## src/rtl/fsm_step_ctrl.sv

```systemverilog
// Run-control sequencer for a table-driven state register: programmable next-state
// table, RUN/STOP/STEP/LOAD commands, breakpoint halt and a saturating advance counter.
module fsm_step_ctrl #(
  parameter int SW    = 3,
  parameter int CNTW  = 8,
  parameter int MATCH = 1
) (
  input  logic            clk,
  input  logic            arst,
  input  logic            cfg_we,
  input  logic [SW-1:0]   cfg_addr,
  input  logic [SW-1:0]   cfg_data,
  input  logic            cmd_valid,
  output logic            cmd_ready,
  input  logic [1:0]      cmd_op,
  input  logic [SW-1:0]   cmd_arg,
  input  logic            bp_en,
  input  logic [SW-1:0]   bp_state,
  output logic [SW-1:0]   cs,
  output logic            out,
  output logic            running,
  output logic            bp_hit,
  output logic [CNTW-1:0] step_cnt
);

  localparam int NENT = 1 << SW;

  localparam logic [1:0] OP_RUN  = 2'd0;
  localparam logic [1:0] OP_STOP = 2'd1;
  localparam logic [1:0] OP_STEP = 2'd2;
  localparam logic [1:0] OP_LOAD = 2'd3;

  typedef enum logic [1:0] {
    S_IDLE  = 2'd0,
    S_RUN   = 2'd1,
    S_BREAK = 2'd2
  } state_t;

  state_t             r_state;
  logic [SW-1:0]      r_cs;
  logic [CNTW-1:0]    r_cnt;
  logic               r_running;
  logic               r_bp_hit;
  logic [SW-1:0]      r_tbl [NENT];

  logic               w_accept;
  logic [SW-1:0]      w_next;
  logic [CNTW-1:0]    w_cnt_inc;
  logic               w_bp_match;

  // Power-on next-state table; entries past the first eight start at zero.
  function automatic logic [SW-1:0] tbl_rst(input int idx);
    logic [SW-1:0] v;
    case (idx)
      0:       v = SW'(2);
      1:       v = SW'(1);
      2:       v = SW'(0);
      3:       v = SW'(5);
      4:       v = SW'(1);
      5:       v = SW'(7);
      6:       v = SW'(1);
      7:       v = SW'(6);
      default: v = SW'(0);
    endcase
    return v;
  endfunction

  assign cmd_ready  = ~cfg_we;
  assign w_accept   = cmd_valid & ~cfg_we;
  assign w_next     = r_tbl[r_cs];
  assign w_cnt_inc  = (&r_cnt) ? r_cnt : r_cnt + CNTW'(1);
  assign w_bp_match = bp_en & (w_next == bp_state);

  // Table writes land at the edge, so an advance on the same edge still reads the old entry.
  always_ff @(posedge clk or negedge arst) begin
    if (!arst) begin
      for (int i = 0; i < NENT; i++) begin
        r_tbl[i] <= tbl_rst(i);
      end
    end else begin
      if (cfg_we) begin
        r_tbl[cfg_addr] <= cfg_data;
      end
    end
  end

  // Controller: commands accepted in RUN that have no effect fall through to the normal advance.
  always_ff @(posedge clk or negedge arst) begin
    if (!arst) begin
      r_state   <= S_IDLE;
      r_cs      <= SW'(0);
      r_cnt     <= CNTW'(0);
      r_running <= 1'b0;
      r_bp_hit  <= 1'b0;
    end else begin
      if (w_accept && (cmd_op == OP_LOAD)) begin
        r_cs      <= cmd_arg;
        r_cnt     <= CNTW'(0);
        r_state   <= S_IDLE;
        r_running <= 1'b0;
        r_bp_hit  <= 1'b0;
      end else if (w_accept && (cmd_op == OP_STOP)) begin
        r_state   <= S_IDLE;
        r_running <= 1'b0;
        r_bp_hit  <= 1'b0;
      end else if (w_accept && (cmd_op == OP_RUN) && (r_state != S_RUN)) begin
        r_state   <= S_RUN;
        r_running <= 1'b1;
        r_bp_hit  <= 1'b0;
      end else if (w_accept && (cmd_op == OP_STEP) && (r_state != S_RUN)) begin
        r_cs      <= w_next;
        r_cnt     <= w_cnt_inc;
        r_state   <= S_IDLE;
        r_running <= 1'b0;
        r_bp_hit  <= 1'b0;
      end else if (r_state == S_RUN) begin
        r_cs  <= w_next;
        r_cnt <= w_cnt_inc;
        if (w_bp_match) begin
          r_state   <= S_BREAK;
          r_running <= 1'b0;
          r_bp_hit  <= 1'b1;
        end else begin
          r_state   <= S_RUN;
          r_running <= 1'b1;
          r_bp_hit  <= 1'b0;
        end
      end else begin
        r_state <= r_state;
      end
    end
  end

  assign cs       = r_cs;
  assign out      = (r_cs == SW'(MATCH));
  assign running  = r_running;
  assign bp_hit   = r_bp_hit;
  assign step_cnt = r_cnt;

endmodule

```

## config.mk

```make
export PLATFORM = sky130hd
export DESIGN_NAME = fsm_step_ctrl
export DESIGN_NICKNAME = d
export VERILOG_FILES = /design/src/rtl/fsm_step_ctrl.sv
export SDC_FILE = /design/constraint.sdc
export NUM_CORES = 1
export LEC_CHECK = 0
export ABC_AREA = 0
export CORE_MARGIN = 1.5
export CORE_UTILIZATION = 30
export CTS_BUF_LIST = sky130_fd_sc_hd__clkbuf_4
export CTS_CLUSTER_DIAMETER = 50
export DETAILED_ROUTE_END_ITERATION = 8
export GPL_TIMING_DRIVEN = 1
export SLEW_MARGIN = 30
export SYNTH_ARGS = -nofsm -noshare
export SYNTH_HDL_FRONTEND = slang
export SYNTH_SLANG_ARGS = --single-unit
```

## constraint.sdc

```tcl
create_clock -name clk -period 1.7 [get_ports clk]
set_input_delay 0.255 -clock clk [delete_from_list [all_inputs] [get_ports clk]]
set_output_delay 0.255 -clock clk [all_outputs]
set_load 0.1 [all_outputs]
```

==> impl_results.md <==
* Drt pass-1 iters at 4
* GRT Total Usage at 14.5%
* Final wirelength at 4390 um
* Share of layout cells above drive strength 1 at 54.2%
* Grt total ovfl at 0
* Clock tree buffer depth at 2
* Vias post-DR at 1,418
* Initial antenna violation count at 0
* Clock power frac at 13.1%
* Maximum vdd drop at 1.37 mV
* Ys flop type: dfrtp_1
* Commonest cells after routing, fill and taps aside: mux2_2 (27), buf_4 (20), clkdlybuf4s50_1 (18)
* Critical Path AT at 2.00 ns
* Worst slew pin tran at 0.325 ns
* Layout area overhead at 50.0%
* Fin nets at 233
* Combinational power share at 55.6%
* DRC at 0
* Final setup vio count at 4
* Failing checks: setup timing
* Max Slew Vio Count at 0
* Period utilisation layout at 103%
* CTS tree: yes
* Synthesized area per cell at 12.2 um^2
* Wire per inst at 15.2 um
* Initial Utilization at 31.5%
* Tmin final at 1.76 ns
* Die height at 82.6 um
* Power per cell area at 1670 nW/um^2
* Max_cap viols at 0
* Cell row count at 28
* Die Wd at 82.6 um
* Depth of the worst register-to-register path at 5
* Detailed Place HPWL at 3280 um
* Final hold violation count at 0
* Die area at 6820 um^2
* R2r endpoint: r_state[1]
* Min setup slack post-route at -0.0593 ns
* Yosys reg bits at 37
* P_leak at 1.13 nW
* Ports at 34
* Worst endpoint required time at 1.94 ns
* Commonest non-fill, non-tap cell in the layout: mux2_2
* Switching Share at 43.3%
* R2r setup slk at -0.06 ns
* Internal power at 2.70 mW
* Core area at 6030 um^2
* Number of global-route vias before repair at 1,508
* Global-route wire length before repair at 7330 um
* Seq/Total Area, Yosys at 49.4%
* First DRT Iteration DRCs at 46
* Cts bufs inserted at 5
* Port bufs at 33
* Synth Cell Area at 1900 um^2
* Startpoint Class: register
* ANT nets after route at 0
* Slew headroom at 78.3%
* Syn Inst Count at 156
* Hold WC Path Type: in2async
* Synth async-reset ratio at 100%
* Clock Sinks at 37
* CTS root buffer: clkbuf_4
* Yosys cell types at 37
* Worst hold margin at 0.277 ns
* H-tree levels at 2
* Setup Crit Path Kind: reg2reg
* Worst-path clk slew at 0.12 ns
* Synthesis Warnings at 0
* Crit end category: register
* Post-synth EDFFs at 0
* Skew-Pair Late Insertion Delay at 0.34 ns
* Clock Skew at 0.00627 ns
* R2r startpoint: cs[0]
* Sw power at 2.06 mW
* Syn Nets at 176
* Final TNS setup at -0.155 ns
* Seq pwr share at 31.3%
* Largest net degree at the start of global routing at 38
* Worst-path maximum fanout at 5
* Status: finished with violations
* GP Congestion at 0.786
* RSZ-0062 raised after global routing: true
* Fmax at 0.568 GHz
* Vias per inst at 4.91
* Ant. Diodes at 0
registers in the layout, summed over array words and instances (netlist names):
signal / flops
cs: 3
r_state: 1
r_tbl: 24
running: 1
step_cnt: 8
worst max-delay path, stage by stage (launching register included):
cell and delay [ns]:
dfrtp_4 0.48, mux4_2 0.54, mux2i_4 0.18, xnor2_1 0.16
a21oi_2 0.07, a32o_1 0.22
metrics by stage:
| stage | worst slack [ns] | power [mW] | util, % | area [um^2] | instances |
|---|---|---|---|---|---|
| global route | -0.129 | 5.04 | 47.3 | 2850 | 289 |
| detailed placement | -0.207 | 4.03 | 45.2 | 2720 | 280 |
| global placement | -0.171 | 4.01 | 45.2 | 2720 | 280 |
| floorplan | -0.166 | 3.08 | - | 2000 | 156 |
| CTS | -0.0956 | 4.72 | 46.7 | 2820 | 288 |
| finish | -0.0593 | 4.77 | 47.3 | 2850 | 289 |
area by class of cell:
type | count | area [um^2]
fill | 548 | 3170
timing repair buffer | 55 | 671
clock buffer | 6 | 45.0
sequential | 37 | 978
tap | 75 | 93.8
clock inverter | 2 | 35.0
multi-input combinational | 111 | 1020
inverter | 3 | 11.3
what timing repair did:
action | 4_1_cts | 5_1_grt
pin swaps | 0 | 1
gates cloned | 0 | 0
setup endpoints to repair | 4 | 7
gates resized for setup | 3 | 6
setup buffers | 0 | 1
hold buffers | 0 | 0
power groups by stage:
stage / combinational [mW] / clock (mW) / sequential (mW)
4_1_cts: 2.57 / 0.652 / 1.49
5_1_grt: 2.81 / 0.694 / 1.54
3_5_place_dp: 2.52 / 0 / 1.51
3_3_place_gp: 2.51 / 0 / 1.50
6_report: 2.65 / 0.623 / 1.49
2_1_floorplan: 0.942 / 0 / 2.14
Yosys cell counts, types with 2 or more instances:
cell / n / share of area (%)
xnor2_1: 7 / 3.2
nand4_1: 2 / 0.66
nor3b_1: 3 / 1.2
o21ai_0: 7 / 1.8
mux2_2: 27 / 16
nor4_1: 3 / 0.99
mux4_2: 2 / 2.4
and2_1: 2 / 0.66
inv_1: 3 / 0.59
nor2_1: 8 / 1.6
buf_2: 3 / 0.79
nor2b_1: 2 / 0.66
buf_4: 2 / 0.79
dfrtp_1: 26 / 34
and3_1: 2 / 0.66
a22oi_1: 5 / 2.0
mux2i_1: 9 / 4.7
nand3_1: 3 / 0.79
dfstp_2: 11 / 15
nor3_1: 3 / 0.79
nand4b_1: 3 / 1.4
nand2_1: 8 / 1.6
layer usage:
| layer | vias up | global-route usage [%] | part of all wire (%) |
|---|---|---|---|
| met5 | - | 0 | 0 |
| met4 | 0 | 4.00 | 0.77 |
| met3 | 5 | 2.97 | 5.3 |
| met2 | 41 | 22.5 | 45 |
| met1 | 684 | 20.4 | 49 |
| li1 | 688 | - | - |
how the worst max path moves through the flow:
stage	start	end	slack, ns	depth (start not counted)
after floorplan	cs[0]	r_state[1]	-0.17	5
after global placement	cfg_we	step_cnt[6]	-0.17	7
after detailed placement	cfg_we	r_tbl[10]	-0.21	6
after CTS	cs[0]	r_state[1]	-0.1	5
after global routing	cs[0]	r_state[1]	-0.13	5
final	cs[0]	r_state[1]	-0.06	5
kinds of logic (layout without fill, tap and decap cells):
logic type                 after synthesis  count (layout)  share of synthesized area [%]
and+or+nand+nor                         46              46                           14.7
muxes                                   38              38                           23.1
DFF                                     37              37                           49.4
AOI/OAI and AO/OA                       18              18                           6.25
xor gates and xnor gates                 8               8                           3.69
buffers and inverters                    8              66                           2.17
adders and majority gates                1               1                          0.658
Power figures use the tool's default switching activity.
